## config.mk

```make
export PLATFORM = sky130hd
export DESIGN_NAME = change_dispenser_flat
export DESIGN_NICKNAME = d
export VERILOG_FILES = /design/src/rtl/change_dispenser_pkg.sv /design/src/rtl/change_dispenser_if.sv /design/src/rtl/change_dispenser_coin_inventory.sv /design/src/rtl/change_dispenser.sv /design/src/flat_wrapper.sv
export SDC_FILE = /design/constraint.sdc
export NUM_CORES = 1
export LEC_CHECK = 0
export ABC_AREA = 0
export CELL_PAD_IN_SITES_DETAIL_PLACEMENT = 1
export CELL_PAD_IN_SITES_GLOBAL_PLACEMENT = 2
export CORE_UTILIZATION = 29
export DETAILED_ROUTE_END_ITERATION = 6
export GPL_ROUTABILITY_DRIVEN = 1
export PLACE_DENSITY = 0.86
export REMOVE_ABC_BUFFERS = 1
export SYNTH_ARGS = -nofsm -noshare
export SYNTH_HDL_FRONTEND = slang
export SYNTH_SLANG_ARGS = --single-unit
```

## constraint.sdc

```tcl
create_clock -name clk -period 2.8 [get_ports clk]
set_clock_uncertainty 0.05 [all_clocks]
set_input_delay 0.28 -clock clk [delete_from_list [all_inputs] [get_ports clk]]
set_output_delay 0.28 -clock clk [all_outputs]
set_load 0.01 [all_outputs]
```

## src/rtl/change_dispenser_pkg.sv

```systemverilog
// Shared definitions for the vending controller and the change dispenser:
// FSM encodings, coin denominations, refill selector codes and prices.
package change_dispenser_pkg;

  typedef enum logic [2:0] {
    IDLE,
    SELECT,
    EJECT,
    GAP,
    DONE
  } disp_state_e;

  // Upstream controller encoding lives here so both blocks agree on it
  typedef enum logic [1:0] {
    V_IDLE,
    V_COLLECT,
    V_VEND,
    V_CHANGE
  } vend_state_e;

  localparam logic [4:0] COIN_5  = 5'd5;
  localparam logic [4:0] COIN_10 = 5'd10;
  localparam logic [4:0] COIN_20 = 5'd20;

  localparam logic [1:0] SEL_5    = 2'd0;
  localparam logic [1:0] SEL_10   = 2'd1;
  localparam logic [1:0] SEL_20   = 2'd2;
  localparam logic [1:0] SEL_NONE = 2'd3;

  localparam logic [6:0] PRICE_A = 7'd25;
  localparam logic [6:0] PRICE_B = 7'd35;
  localparam logic [6:0] PRICE_C = 7'd50;

  function automatic logic [4:0] denom_value(input logic [1:0] sel);
    case (sel)
      SEL_5:   denom_value = COIN_5;
      SEL_10:  denom_value = COIN_10;
      SEL_20:  denom_value = COIN_20;
      default: denom_value = 5'd0;
    endcase
  endfunction

endpackage

```

## src/rtl/change_dispenser_if.sv

```systemverilog
// Controller <-> change dispenser bundle. CHANGE_STATS_EN adds the
// payout statistics outputs.
interface change_dispenser_if #(parameter int INV_W = 6);
  logic [6:0]       change_amount;
  logic             change_ready;
  logic             refill;
  logic [1:0]       refill_sel;
  logic [INV_W-1:0] refill_qty;
  logic             coin_eject;
  logic [4:0]       coin_value;
  logic             busy;
  logic             done;
  logic [6:0]       shortfall;
  logic             overrun;
  logic [INV_W-1:0] inv_20, inv_10, inv_5;
  logic             empty_20, empty_10, empty_5;
`ifdef CHANGE_STATS_EN
  logic [15:0]      total_paid;
  logic [7:0]       short_events;

  modport master (
    output change_amount, change_ready, refill, refill_sel, refill_qty,
    input  coin_eject, coin_value, busy, done, shortfall, overrun,
    input  inv_20, inv_10, inv_5, empty_20, empty_10, empty_5,
    input  total_paid, short_events
  );
  modport slave (
    input  change_amount, change_ready, refill, refill_sel, refill_qty,
    output coin_eject, coin_value, busy, done, shortfall, overrun,
    output inv_20, inv_10, inv_5, empty_20, empty_10, empty_5,
    output total_paid, short_events
  );
`else
  modport master (
    output change_amount, change_ready, refill, refill_sel, refill_qty,
    input  coin_eject, coin_value, busy, done, shortfall, overrun,
    input  inv_20, inv_10, inv_5, empty_20, empty_10, empty_5
  );
  modport slave (
    input  change_amount, change_ready, refill, refill_sel, refill_qty,
    output coin_eject, coin_value, busy, done, shortfall, overrun,
    output inv_20, inv_10, inv_5, empty_20, empty_10, empty_5
  );
`endif
endinterface

```

## src/rtl/change_dispenser_coin_inventory.sv

```systemverilog
// One denomination's coin count: saturating refill, decrement-if-nonzero,
// empty flag.
module coin_inventory #(
  parameter int INV_W = 6,
  parameter int INIT  = 8
) (
  input  logic             clk,
  input  logic             reset,
  input  logic             refill_i,
  input  logic [INV_W-1:0] refill_qty_i,
  input  logic             dec_i,
  output logic [INV_W-1:0] count_o,
  output logic             empty_o
);

  logic [INV_W-1:0] count_q, count_d;
  logic [INV_W:0]   sum;

  always_comb begin
    count_d = count_q;
    sum     = {1'b0, count_q} + {1'b0, refill_qty_i};
    if (dec_i && count_q != '0)
      count_d = count_q - 1'b1;
    else if (refill_i)
      count_d = sum[INV_W] ? '1 : sum[INV_W-1:0];
  end

  always_ff @(posedge clk) begin
    if (reset) count_q <= INV_W'(INIT);
    else       count_q <= count_d;
  end

  assign count_o = count_q;
  assign empty_o = (count_q == '0);

endmodule

```

## src/rtl/change_dispenser.sv

```systemverilog
// Change dispenser: pays an amount greedily (20/10/5) one coin at a time
// through the hopper ejector. CHANGE_STATS_EN adds total_paid/short_events.
module change_dispenser
  import change_dispenser_pkg::*;
#(
  parameter int EJECT_CYCLES = 4,
  parameter int GAP_CYCLES   = 2,
  parameter int INV_W        = 6,
  parameter int INIT_20      = 8,
  parameter int INIT_10      = 8,
  parameter int INIT_5       = 8
) (
  input  logic               clk,
  input  logic               reset,
  change_dispenser_if.slave  bus
);

  localparam int TMR_MAX = (EJECT_CYCLES > GAP_CYCLES) ? EJECT_CYCLES : GAP_CYCLES;
  localparam int TMR_W   = (TMR_MAX < 2) ? 1 : $clog2(TMR_MAX);
  localparam logic [TMR_W-1:0] EJECT_LOAD = TMR_W'(EJECT_CYCLES - 1);
  localparam logic [TMR_W-1:0] GAP_LOAD   = (GAP_CYCLES > 0) ? TMR_W'(GAP_CYCLES - 1) : '0;

  disp_state_e      state_q;
  logic [6:0]       remaining_q;
  logic [TMR_W-1:0] timer_q;
  logic             coin_eject_q, busy_q, done_q, overrun_q;
  logic [4:0]       coin_value_q;
  logic [6:0]       shortfall_q;

  // index 0 = 5, 1 = 10, 2 = 20 (matches refill_sel encoding)
  logic [2:0][INV_W-1:0] inv;
  logic [2:0]            empty, dec, refill_en;

  logic       sel_found;
  logic [1:0] sel_idx;
  logic [4:0] sel_val;

  always_comb begin
    sel_found = 1'b0;
    sel_idx   = SEL_5;
    if (remaining_q >= 7'(COIN_20) && !empty[SEL_20]) begin
      sel_found = 1'b1;
      sel_idx   = SEL_20;
    end else if (remaining_q >= 7'(COIN_10) && !empty[SEL_10]) begin
      sel_found = 1'b1;
      sel_idx   = SEL_10;
    end else if (remaining_q >= 7'(COIN_5) && !empty[SEL_5]) begin
      sel_found = 1'b1;
      sel_idx   = SEL_5;
    end
    sel_val = denom_value(sel_idx);
  end

  for (genvar g = 0; g < 3; g++) begin : g_inv
    localparam int INIT_G = (g == 2) ? INIT_20 : (g == 1) ? INIT_10 : INIT_5;

    // A start request in the same cycle wins over a refill
    assign refill_en[g] = (state_q == IDLE) && !bus.change_ready && bus.refill &&
                          (bus.refill_sel == 2'(g));
    assign dec[g]       = (state_q == SELECT) && sel_found && (sel_idx == 2'(g));

    coin_inventory #(.INV_W(INV_W), .INIT(INIT_G)) u_inv (
      .clk          (clk),
      .reset        (reset),
      .refill_i     (refill_en[g]),
      .refill_qty_i (bus.refill_qty),
      .dec_i        (dec[g]),
      .count_o      (inv[g]),
      .empty_o      (empty[g])
    );
  end

`ifdef CHANGE_STATS_EN
  logic [15:0] total_paid_q;
  logic [7:0]  short_events_q;
  logic [16:0] paid_sum;

  assign paid_sum = {1'b0, total_paid_q} + 17'(sel_val);
`endif

  always_ff @(posedge clk) begin
    if (reset) begin
      state_q      <= IDLE;
      remaining_q  <= '0;
      timer_q      <= '0;
      coin_eject_q <= 1'b0;
      coin_value_q <= '0;
      busy_q       <= 1'b0;
      done_q       <= 1'b0;
      shortfall_q  <= '0;
      overrun_q    <= 1'b0;
`ifdef CHANGE_STATS_EN
      total_paid_q   <= '0;
      short_events_q <= '0;
`endif
    end else begin
      overrun_q <= bus.change_ready && (state_q != IDLE);
      done_q    <= 1'b0;
      case (state_q)
        IDLE: begin
          if (bus.change_ready) begin
            remaining_q <= bus.change_amount;
            shortfall_q <= '0;
            busy_q      <= 1'b1;
            state_q     <= SELECT;
          end
        end
        SELECT: begin
          if (sel_found) begin
            coin_eject_q <= 1'b1;
            coin_value_q <= sel_val;
            remaining_q  <= remaining_q - 7'(sel_val);
            timer_q      <= EJECT_LOAD;
            state_q      <= EJECT;
`ifdef CHANGE_STATS_EN
            total_paid_q <= paid_sum[16] ? 16'hFFFF : paid_sum[15:0];
`endif
          end else begin
            // Zero residue, odd residue and exhausted stock all end here
            shortfall_q <= remaining_q;
            done_q      <= 1'b1;
            state_q     <= DONE;
`ifdef CHANGE_STATS_EN
            if (remaining_q != '0 && short_events_q != 8'hFF)
              short_events_q <= short_events_q + 8'd1;
`endif
          end
        end
        EJECT: begin
          if (timer_q == '0) begin
            coin_eject_q <= 1'b0;
            coin_value_q <= '0;
            if (GAP_CYCLES == 0) begin
              state_q <= SELECT;
            end else begin
              timer_q <= GAP_LOAD;
              state_q <= GAP;
            end
          end else begin
            timer_q <= timer_q - 1'b1;
          end
        end
        GAP: begin
          if (timer_q == '0) state_q <= SELECT;
          else               timer_q <= timer_q - 1'b1;
        end
        DONE: begin
          busy_q  <= 1'b0;
          state_q <= IDLE;
        end
        default: state_q <= IDLE;
      endcase
    end
  end

  assign bus.coin_eject = coin_eject_q;
  assign bus.coin_value = coin_value_q;
  assign bus.busy       = busy_q;
  assign bus.done       = done_q;
  assign bus.shortfall  = shortfall_q;
  assign bus.overrun    = overrun_q;
  assign bus.inv_5      = inv[SEL_5];
  assign bus.inv_10     = inv[SEL_10];
  assign bus.inv_20     = inv[SEL_20];
  assign bus.empty_5    = empty[SEL_5];
  assign bus.empty_10   = empty[SEL_10];
  assign bus.empty_20   = empty[SEL_20];
`ifdef CHANGE_STATS_EN
  assign bus.total_paid   = total_paid_q;
  assign bus.short_events = short_events_q;
`endif

endmodule

```

## src/flat_wrapper.sv

```systemverilog
// flat-port wrapper written by rule: the top's interface ports become plain ports
module change_dispenser_flat import change_dispenser_pkg::*;
#(
  parameter int EJECT_CYCLES = 4,
  parameter int GAP_CYCLES   = 2,
  parameter int INV_W        = 6,
  parameter int INIT_20      = 8,
  parameter int INIT_10      = 8,
  parameter int INIT_5       = 8
)
  (clk, reset, bus_change_amount, bus_change_ready, bus_refill, bus_refill_sel, bus_refill_qty, bus_coin_eject, bus_coin_value, bus_busy, bus_done, bus_shortfall, bus_overrun, bus_inv_20, bus_inv_10, bus_inv_5, bus_empty_20, bus_empty_10, bus_empty_5);
  change_dispenser_if #(.INV_W(INV_W)) bus_i ();
  input  logic clk;
  input  logic reset;
  input wire logic [$bits(bus_i.change_amount)-1:0] bus_change_amount;
  input wire logic [$bits(bus_i.change_ready)-1:0] bus_change_ready;
  input wire logic [$bits(bus_i.refill)-1:0] bus_refill;
  input wire logic [$bits(bus_i.refill_sel)-1:0] bus_refill_sel;
  input wire logic [$bits(bus_i.refill_qty)-1:0] bus_refill_qty;
  output wire logic [$bits(bus_i.coin_eject)-1:0] bus_coin_eject;
  output wire logic [$bits(bus_i.coin_value)-1:0] bus_coin_value;
  output wire logic [$bits(bus_i.busy)-1:0] bus_busy;
  output wire logic [$bits(bus_i.done)-1:0] bus_done;
  output wire logic [$bits(bus_i.shortfall)-1:0] bus_shortfall;
  output wire logic [$bits(bus_i.overrun)-1:0] bus_overrun;
  output wire logic [$bits(bus_i.inv_20)-1:0] bus_inv_20;
  output wire logic [$bits(bus_i.inv_10)-1:0] bus_inv_10;
  output wire logic [$bits(bus_i.inv_5)-1:0] bus_inv_5;
  output wire logic [$bits(bus_i.empty_20)-1:0] bus_empty_20;
  output wire logic [$bits(bus_i.empty_10)-1:0] bus_empty_10;
  output wire logic [$bits(bus_i.empty_5)-1:0] bus_empty_5;
  assign bus_i.change_amount = bus_change_amount;
  assign bus_i.change_ready = bus_change_ready;
  assign bus_i.refill = bus_refill;
  assign bus_i.refill_sel = bus_refill_sel;
  assign bus_i.refill_qty = bus_refill_qty;
  assign bus_coin_eject = bus_i.coin_eject;
  assign bus_coin_value = bus_i.coin_value;
  assign bus_busy = bus_i.busy;
  assign bus_done = bus_i.done;
  assign bus_shortfall = bus_i.shortfall;
  assign bus_overrun = bus_i.overrun;
  assign bus_inv_20 = bus_i.inv_20;
  assign bus_inv_10 = bus_i.inv_10;
  assign bus_inv_5 = bus_i.inv_5;
  assign bus_empty_20 = bus_i.empty_20;
  assign bus_empty_10 = bus_i.empty_10;
  assign bus_empty_5 = bus_i.empty_5;
  change_dispenser #(.EJECT_CYCLES(EJECT_CYCLES), .GAP_CYCLES(GAP_CYCLES), .INV_W(INV_W), .INIT_20(INIT_20), .INIT_10(INIT_10), .INIT_5(INIT_5)) u_core (.clk(clk), .reset(reset), .bus(bus_i));
endmodule
```

==> impl_metrics.tcl <==
set metrics [dict create \
    power.switching_fraction_pct 47.3 \
    setup_viol 0 \
    num_vias 3536 \
    dieWidth_microns 110 \
    clkPwrFrac_pct 11.5 \
    synth-edff-count 0 \
    synth-warning-count 0 \
    synthMuxAreaShare_pct 2.09 \
    period_share_pct 98.9 \
    max_cap_violations 0 \
    numCtsBuffers 5 \
    setup_ws_ns 0.0302 \
    grt_overflow 0 \
    coreArea_sq_mm 0.0114 \
    die-area_sq_mm 0.0122 \
    post_drt_wl_per_cell_microns 19.0 \
    crit_path_start_kind "flop" \
    synth-compound-area-share_pct 27.7 \
    portBuffers 55 \
    min_path_type "reg -> reg" \
    outcome "finished, final reports clean" \
    synth_area_sq_mm 0.00341 \
    n_antenna_cell 0 \
    syn_avg_cell_area_sq_um 8.34 \
    end_kind "flop" \
    power.density_mw_per_mm2 1140 \
    ioPinCount 56 \
    final_cells 634 \
    power.share.sequential_pct 19.3 \
    crit_arrival_ns 2.92 \
    finalHoldViolCount 0 \
    slew_headroom_pct 55.2 \
    grt_max_degree 39 \
    routed_via_density 5.58 \
    dr.pass1.iters 4 \
    async_flop_share_pct 0 \
    synth_top_area_share_pct 26.4 \
    peakVddDrop_v 0.000445 \
    yosysTopAreaCell "dfxtp_1" \
    synth_top_family_by_area "compound AO/OA/AOI/OAI gates" \
    fin_nets 542 \
    ctsHtreeMaxLevel 2 \
    cts.sinks 45 \
    dp_cells 624 \
    switching_power_mw 2.50 \
    leakage_nw 1.78 \
    antenna_found_initial 0 \
    die_y_microns 110 \
    drc 0 \
    netlist_instances 409 \
    grt_pass1_wl_microns 19400 \
    synth_xor_area_share_pct 3.08 \
    synth-seq-cells 45 \
    dr.first_iter.drc_count 235 \
    utilization_pct 40.8 \
    clockBufferDepth 2 \
    ys_types 78 \
    synth.area.top_cells "dfxtp_1 (26%), ha_1 (11%), nor2_1 (5.0%)" \
    tightestPinTransition_ns 0.668 \
    routed_wl_microns 12000 \
    critPathKind "reg -> reg" \
    ys.flop_type "dfxtp_1" \
    drive_gt1_share_pct 18.5 \
    p_int_mw 2.79 \
    nFillCells 1360 \
    crit_required_ns 2.95 \
    final_max_slew_viol_count 0 \
    path_max_fanout 4 \
    clk_pin_slew_ns 0.07 \
    power.share.combinational_pct 69.2 \
    p_total_mw 5.29 \
    hpwl_microns 9050 \
    timing.final.crit_period_ns 2.77 \
    rows 39 \
    hold_buffers 0 \
    start_util_pct 29.9 \
    place_ws_ns -0.108 \
    seq_area_frac_synth_pct 26.4 \
    grt_use_total_pct 19.6 \
    rsz0062_at_grt "true" \
    place_congestion 0.920 \
    cts_tree "built" \
    insertion_delay_ns 0.30 \
    fmax_mhz 361 \
    yosys.area_share.simple_pct 23.0 \
    synth-adder-area-share_pct 13.0 \
    ant_nets 0 \
    root_buffer "clkbuf_16" \
    syn_to_final_growth_pct 36.5 \
    grt_pass1_vias 3674 \
]
## final cells by class
class / count / area [sq um] / share of cell area (%)
Multi-Input combinational cell: 324 / 2500 / 53.8
Sequential cell: 45 / 903 / 19.4
Timing Repair Buffer: 93 / 840 / 18.0
Tap cell: 143 / 179 / 3.84
Clock buffer: 5 / 125 / 2.69
Inverter: 21 / 81.3 / 1.75
Clock inverter: 3 / 21.3 / 0.457
## worst paths after layout
check	start	endpoint	slack (ns)	cells past startpoint
worst min register to register	u_core.bus.coin_eject	u_core.bus.coin_eject	0.42	2
worst min-delay path	u_core.bus.coin_eject	u_core.bus.coin_eject	0.42	2
worst max register to register	u_core.g_inv[1].u_inv.count_o[1]	u_core.remaining_q[5]	0.03	13
worst max-delay path	u_core.g_inv[1].u_inv.count_o[1]	u_core.remaining_q[5]	0.03	13
## logic make-up after synthesis
| group | Yosys count |
|---|---|
| flops | 45 |
| fa+ha+maj | 33 |
| mux | 7 |
| simple gates | 141 |
| buf+inv | 40 |
| compound gates | 131 |
| xor+xnor | 12 |
## power by group through the flow
stage / Combinational [mW] / Clock (mW) / Sequential, mW
final: 3.66 / 0.607 / 1.02
after global routing: 3.94 / 0.650 / 1.05
after CTS: 3.27 / 0.624 / 1.01
after detailed placement: 3.12 / 0 / 1.01
after global placement: 3.01 / 0 / 1.01
after floorplan: 1.81 / 0 / 1.07
## layout by cell type, fill, tap and decap left out, types with 3 or more instances in the layout
cell / count
a31oi_1: 6
xor2_1: 6
o31a_1: 3
a21oi_1: 28
or2_2: 3
ha_1: 24
clkbuf_16: 5
dfxtp_1: 43
nor3b_1: 3
buf_4: 37
inv_1: 14
a211oi_1: 11
o2111a_1: 3
mux2i_1: 6
xnor2_1: 6
o211ai_1: 6
nand2b_1: 4
and3_1: 4
inv_2: 5
or3_1: 7
nand3b_1: 4
nor2_1: 43
o22ai_1: 3
o31ai_1: 3
nand3_1: 5
nor3_1: 17
ha_4: 4
nand2_1: 15
a31o_1: 7
fa_1: 3
o21ai_0: 16
clkdlybuf4s50_1: 55
nor4_1: 3
nand4b_1: 4
nor2b_1: 6
## metrics by stage
| stage | hold slack, ns | area (sq um) | TNS, ns |
|---|---|---|---|
| after floorplan | 0.299 | 3330 | -0.410 |
| after global placement | 0.400 | 4340 | 0 |
| after detailed placement | 0.415 | 4340 | -0.196 |
| after CTS | 0.424 | 4520 | -0.00435 |
| after global routing | 0.448 | 4650 | -0.105 |
| final | 0.418 | 4650 | 0 |
## layer usage
metal	vias to the layer above	track usage, %	share of wire, %
met3	12	2.31	2.6
li1	1711	-	-
met5	-	0	0
met4	0	4.80	1.3
met2	51	34.0	49
met1	1762	25.8	47
## Yosys cell counts, types with 4 or more instances
cell type and count:
fa_1 4, nor3_1 17, and3_1 4, xor2_1 6
nand2b_1 5, a31oi_1 6, or3_1 7, nand3b_1 4
a31o_1 7, nand3_1 5, xnor2_1 6, o211ai_1 6
nand4b_1 4, nor2b_1 6, inv_1 19, a211oi_1 12
o21ai_0 18, a21oi_1 30, clkbuf_1 15, ha_1 29
nand2_1 16, dfxtp_1 45, nor4_1 4, nor2_1 45
mux2i_1 6, o31ai_1 4
## worst max-delay path, stage by stage, from the launching register on
cell       delay [ns]
dfxtp_2          0.33
inv_2            0.07
ha_4             0.14
or4b_4           0.46
o32a_4           0.27
nand2_4          0.08
buf_6            0.13
inv_4            0.04
ha_4             0.29
nand3b_1         0.12
a21boi_2         0.28
o2111ai_2        0.16
a21o_1           0.19
o311ai_1         0.07
## what timing repair did
| item | 4_1_cts | 5_1_grt |
|---|---|---|
| hold endpoints to repair | 0 | 0 |
| buffers inserted | 0 | 2 |
| cloned | 0 | 0 |
| setup endpoints to repair | 4 | 5 |
| pin swaps | 0 | 10 |
| gates resized for setup | 7 | 31 |
## state kept, by name (all words and copies together) (netlist names)
register,flops
u_core.g_inv.u_inv.count_o,18
u_core.bus.shortfall,7
u_core.remaining_q,7
u_core.bus.coin_value,4
u_core.state_q,3
u_core.timer_q,2
u_core.bus.busy,1
u_core.bus.coin_eject,1
u_core.bus.done,1
u_core.bus.overrun,1
Note: power is estimated with default switching activity, not from simulation.
